**src/rtl/lif_spike_sequencer.sv**
```systemverilog
// Host-side sequencer for one LIF neuron: clear, load weights/inputs, run N steps, report spikes.
// Optional first-spike tracking is enabled by defining LIF_SEQ_FIRST_SPIKE_EN.
module lif_spike_sequencer #(
  parameter int STEPS_W = 8
) (
  input  logic               clk,
  input  logic               rst_n,
  input  logic               cmd_valid,
  output logic               cmd_ready,
  input  logic [7:0]         cmd_weights,
  input  logic [7:0]         cmd_inputs,
  input  logic [STEPS_W-1:0] cmd_steps,
  output logic               drv_rst_n,
  output logic [7:0]         drv_data,
  output logic               drv_sel_weights,
  output logic               drv_run,
  input  logic               spike_in,
  output logic               res_valid,
  input  logic               res_ready,
  output logic [STEPS_W-1:0] res_count,
  output logic [STEPS_W-1:0] res_first
);

  typedef enum logic [2:0] {IDLE, CLR, LDW, LDX, RUN, DONE} state_t;

  localparam logic [STEPS_W-1:0] ONE = STEPS_W'(1);

  state_t             state, state_nxt;
  logic               armed;
  logic [7:0]         weights, inputs;
  logic [STEPS_W-1:0] steps, k, count;
  logic               take, last_step;

  assign take      = cmd_valid & cmd_ready;
  assign last_step = (k == steps - ONE);

  // armed keeps cmd_ready and drv_rst_n low until the first edge after reset release
  always_ff @(posedge clk or negedge rst_n) begin
    if (!rst_n) begin
      state <= IDLE;
      armed <= 1'b0;
    end else begin
      state <= state_nxt;
      armed <= 1'b1;
    end
  end

  always_comb begin
    state_nxt = state;
    case (state)
      IDLE:    if (take) state_nxt = CLR;
      CLR:     state_nxt = LDW;
      LDW:     state_nxt = LDX;
      LDX:     state_nxt = (steps == '0) ? DONE : RUN;
      RUN:     if (last_step) state_nxt = DONE;
      DONE:    if (res_ready) state_nxt = IDLE;
      default: state_nxt = IDLE;
    endcase
  end

  always_comb begin
    cmd_ready       = 1'b0;
    drv_rst_n       = armed;
    drv_data        = 8'h00;
    drv_sel_weights = 1'b0;
    drv_run         = 1'b0;
    res_valid       = 1'b0;
    case (state)
      IDLE: cmd_ready = armed;
      CLR:  drv_rst_n = 1'b0;
      LDW: begin
        drv_sel_weights = 1'b1;
        drv_data        = weights;
      end
      LDX:  drv_data = inputs;
      RUN: begin
        drv_run  = 1'b1;
        drv_data = inputs;
      end
      DONE: res_valid = 1'b1;
      default: ;
    endcase
  end

  // Command payload needs no reset: it is only observed after a capture.
  always_ff @(posedge clk) begin
    if (take) begin
      weights <= cmd_weights;
      inputs  <= cmd_inputs;
      steps   <= cmd_steps;
    end
  end

  always_ff @(posedge clk or negedge rst_n) begin
    if (!rst_n) begin
      k     <= '0;
      count <= '0;
    end else if (take) begin
      k     <= '0;
      count <= '0;
    end else if (state == RUN) begin
      k <= k + ONE;
      if (spike_in) count <= count + ONE;
    end
  end

  assign res_count = count;

`ifdef LIF_SEQ_FIRST_SPIKE_EN
  logic [STEPS_W-1:0] first;

  // All-ones doubles as "no spike yet", since k never exceeds 2^STEPS_W-2
  always_ff @(posedge clk or negedge rst_n) begin
    if (!rst_n) begin
      first <= '1;
    end else if (take) begin
      first <= '1;
    end else if (state == RUN && spike_in && first == '1) begin
      first <= k;
    end
  end

  assign res_first = first;
`else
  assign res_first = '1;
`endif

endmodule

```
**config.mk**
```make
export PLATFORM = sky130hd
export DESIGN_NAME = lif_spike_sequencer
export DESIGN_NICKNAME = d
export VERILOG_FILES = /design/src/rtl/lif_spike_sequencer.sv
export SDC_FILE = /design/constraint.sdc
export NUM_CORES = 1
export LEC_CHECK = 0
export CAP_MARGIN = 15
export CORE_UTILIZATION = 35
export CTS_CLUSTER_DIAMETER = 120
export CTS_CLUSTER_SIZE = 14
export DETAILED_ROUTE_END_ITERATION = 12
export PLACE_DENSITY = 0.68
export SETUP_SLACK_MARGIN = 0.1
export SLEW_MARGIN = 20
export SYNTH_ARGS = -nofsm -noshare
export SYNTH_HDL_FRONTEND = slang
export SYNTH_SLANG_ARGS = --single-unit
```
**constraint.sdc**
```tcl
create_clock -name clk -period 2 [get_ports clk]
set_input_delay 0.5 -clock clk [delete_from_list [all_inputs] [get_ports clk]]
set_output_delay 0.5 -clock clk [all_outputs]
set_load 0.05 [all_outputs]
```
* Word level (Yosys, flattened, before mapping) *
Cells that the tools add are included.

word-level totals
  bits in registers = 44
  input port bits = 29
  output and inout port bits = 29
  word-level logic and storage cells = 43

operators by class
  $add $sub $neg = 3
  equal/unequal tests = 9
  mux-type cells = 16
  bitwise operators = 1
  reductions and logical operators = 7

operators by type and width
  cell                                                                   number
  8-bit 2-to-1 mux                                                       5
  3-bit one-hot mux with 6 select lines                                  1
  8-bit by 1-bit adder with 8-bit output, second input constant          2
  8-bit one-hot mux with 2 select lines                                  1
  3-bit 2-to-1 mux                                                       3
  8-bit equality test                                                    1
  8-bit zero test                                                        1
  8-bit by 1-bit subtractor with 8-bit output, second input constant     1
  3-bit by 2-bit equality test with 1-bit output, second input constant  2
  3-bit equality test, second input constant                             2
  1-bit 2-to-1 mux                                                       6
  2-bit != test, second input constant                                   3
  2-bit nonzero test                                                     2
  3-bit by 1-bit equality test with 1-bit output, second input constant  1
  3-bit zero test                                                        1
  3-bit AND reduction                                                    1
  2-bit AND reduction                                                    1
  2-bit OR reduction                                                     1
  1-bit AND                                                              1

* Depth between registers and ports, before layout *
  depth in word-level cells = 5
  depth in mapped cells = 7
  depth with buffers taken out = 7

* Worst setup path before layout *
OpenSTA, ideal clock, no wires.

  path kind = reg-to-output
  start = register state[1]
  end = output port drv_data[0]
  arrival = 2.157 ns
  data required time = 1.500 ns
  setup slack = -0.657 ns
  cell stages (with the launch flop) = 6
  buffers on the path = 2
  path through = dfrtp_1 -> buf_2 -> nor3b_4 -> clkbuf_1 -> nand2_1 -> o21ai_0

between the ends
  word-level cells in the longest chain between the ends = 3
  elaborated cells on any way between the ends = 5
  classes of those cells = 3 x eq/ne; 1 x mux; 1 x reduce/logical

RTL lines
  what                                                                                   RTL line  RTL
  start: declaration                                                                     28        state_t state, state_nxt;
  start signal: assignment                                                               43        state <= state_nxt;
  3-bit equality test or 3-bit by 2-bit equality test with 1-bit output (tied branches)  68        case (state)
  2-bit OR reduction (no line)                                                           n/a
  8-bit one-hot mux with 2 select lines (*)                                              68
  end: declaration                                                                       14        output logic [7:0] drv_data,

Every way passes the cells marked *; elsewhere a longest branch is shown, timed or not.

* Worst setup path in the final report *
  start = register state[0]
  end = output port drv_data[2]

Same word-level chain as after synthesis.

==> impl_metrics.json <==
{
  "outcome": "complete, but fails checks",
  "violations": "setup timing",
  "portBuffers": 49,
  "leakagePower_nw": 1.25,
  "gp_congestion": 0.777,
  "reg2reg_setup_slack_ns": 0.21,
  "first_global_vias": 1547,
  "finalInstanceArea_mm2": 0.00319,
  "cp.arrival_ns": 1.52,
  "clk_latency_ns": 0.30,
  "grt_max_degree": 25,
  "critPathKind": "reg -> out",
  "synth_top_area_share_pct": 33.1,
  "antenna_cells": 0,
  "ys_types": 35,
  "grtUsageTotal_pct": 14.2,
  "ys_seq_elements": 44,
  "cts_root_buf": "clkbuf_8",
  "antenna_found_initial": 0,
  "slowest_delay_ns": 0.49,
  "cp.buffers_inverters": 2,
  "htreeDepth": 2,
  "synth.area.mux_share_pct": 4.60,
  "io_pins": 58,
  "rsz0062_at_grt": "true",
  "cts_tree": "built",
  "drv_cap": 0,
  "ant_nets": 0,
  "clock-sinks": 44,
  "min_period_ns": 2.02,
  "synthSimpleGateAreaFrac_pct": 15.5,
  "synth_compound_area_share_pct": 6.09,
  "layout_setup_ws_ns": -0.0150,
  "clkTransAtPathRegs_ns": 0.08,
  "die_x_um": 80.9,
  "hpwl_mm": 3.07,
  "power_mw": 4.04,
  "cp_common_cell": "buf_12",
  "drv_slew": 0,
  "die_y_um": 80.9,
  "vias": 1565,
  "core_mm2": 0.00596,
  "cts_made_buffers": 5,
  "syn_area_per_cell_um2": 11.6,
  "hold_viol": 0,
  "grt_remaining_overflow": 0,
  "ir_drop_mv": 0.715,
  "fin_crit_sh_pct": 101,
  "clock_path_buffers": 2,
  "drt-initial-drc-count": 112,
  "synthAdderAreaFrac_pct": 2.30,
  "yosys.area.top_type": "edfxtp_1",
  "setup_viol": 3,
  "syn_to_final_growth_pct": 46.4,
  "final_common_cell": "clkdlybuf4s50_1",
  "drcViolationCount": 0,
  "fmaxAchievable_mhz": 496,
  "dieArea_mm2": 0.00654,
  "synthCells": 187,
  "hold_path.class": "in -> async",
  "cp_top_family": "flip-flops",
  "seq_area_frac_synth_pct": 56.1,
  "synthTopCellsByArea": "edfxtp_1 (33%), dfrtp_1 (23%), xnor2_1 (6.8%)",
  "rows": 28,
  "power_density_mw_per_mm2": 1270,
  "slowest_stage": "dfrtp_2",
  "wirelength_mm": 4.19,
  "instances_no_fill": 327,
  "crit_path_end_kind": "output pin",
  "hold_buffers": 0,
  "synthXorXnorAreaFrac_pct": 10.1,
  "yosysWarnings": 0,
  "dr.pass1.iters": 4,
  "place_ws_ns": 0.0615,
  "finalClockSkew_ns": 0.00889,
  "final_nets": 284,
  "vias_per_cell": 4.79,
  "final_cell_mix": "clkdlybuf4s50_1 (28), edfxtp_1 (24), buf_4 (19)",
  "startpoint_type": "flip-flop",
  "netlist_area_mm2": 0.00218,
  "crit_path_cell_trace": "nor3b_4 > buf_12 > nand2_1 > o21ai_4 > buf_12",
  "start_util_pct": 36.6,
  "cp.required_ns": 1.50,
  "drive_gt1_share_pct": 25.8,
  "place_inst": 314,
  "wire_per_inst_um": 12.8,
  "holdWs_ns": 0.539,
  "placement.cell_area_mm2": 0.00301,
  "worstPathMaxFanout": 10,
  "synth_top_family_by_area": "simple AND/OR/NAND/NOR gates",
  "grt_pass1_wl_mm": 6.87
}
==> path summary, 6_finish.rpt <==
| path | from | endpoint | depth (start not counted) |
|---|---|---|---|
| max | state[0] | drv_data[2] | 5 |
| min | rst_n | k[0] | 2 |
| max reg2reg | steps[0] | state[0] | 7 |
| min reg2reg | res_count[7] | res_count[7] | 2 |
| max in group asynchronous | rst_n | state[0] | 2 |
| min in group clk | res_count[7] | res_count[7] | 2 |
==> through the flow <==
stage                     TNS [ns]  util, %
after global routing        -0.487     53.5
after detailed placement         0     50.5
after CTS                   -0.176     52.9
after global placement           0     50.5
final                      -0.0283     53.5
after floorplan             -0.987        -
==> metal layers <==
| layer | track usage [%] | part of all wire (%) |
|---|---|---|
| met1 | 15.8 | 43 |
| met3 | 3.93 | 5.1 |
| met5 | 0 | 0 |
| met2 | 25.2 | 50 |
| met4 | 5.89 | 1.7 |
==> cells in the mapped netlist (all sizes together) <==
master / count
or3: 2
a211o: 1
nor3: 3
edfxtp: 24
a21oi: 5
buf: 14
and3: 2
and4bb: 2
nor4: 2
a211oi: 1
mux2i: 10
a31oi: 2
nand3: 4
conb: 1
inv: 4
o31a: 1
nor3b: 3
ha: 4
nand3b: 1
clkbuf: 2
o22ai: 1
o41ai: 1
dfrtp: 20
nand2b: 1
nand4: 4
and2: 2
nor4b: 1
nand2: 13
xnor2: 17
xor2: 8
o21ai: 11
and4: 1
nor2: 19
==> layout make-up <==
| cell class | instances | area (um^2) |
|---|---|---|
| clock buffers | 7 | 86.3 |
| clock inverters | 1 | 7.51 |
| fillers | 531 | 2770 |
| inverters | 4 | 15.0 |
| multi-input cells | 131 | 1000 |
| flip-flops and latches | 44 | 1220 |
| well taps | 75 | 93.8 |
| repair buffers | 65 | 757 |
==> kinds of logic (layout without fill, tap and decap cells) <==
logic type / after synthesis / count (layout)
mux: 10 / 10
buf+inv: 20 / 77
flops: 44 / 44
xor+xnor: 25 / 25
other cells: 1 / 9
simple gates: 60 / 60
compound gates: 23 / 23
fa+ha+maj: 4 / 4
==> flip-flops by register name, summed over array words and instances, names as in the netlist <==
| name | flops |
|---|---|
| res_count | 8 |
| steps | 8 |
| k | 8 |
| inputs | 8 |
| state | 3 |
| armed | 1 |
| weights | 8 |
==> timing repair <==
action,in CTS,in global routing
endpoints found under the setup margin,13,13
setup buffers,4,1
resized for setup,5,6
pin swaps,2,1
==> report_power, final <==
group | switching [mW] | internal (mW)
Clock | 0.295 | 0.281
Sequential | 0.147 | 1.11
Combinational | 1.16 | 1.05
Total | 1.61 | 2.44
Power figures use the tool's default switching activity.
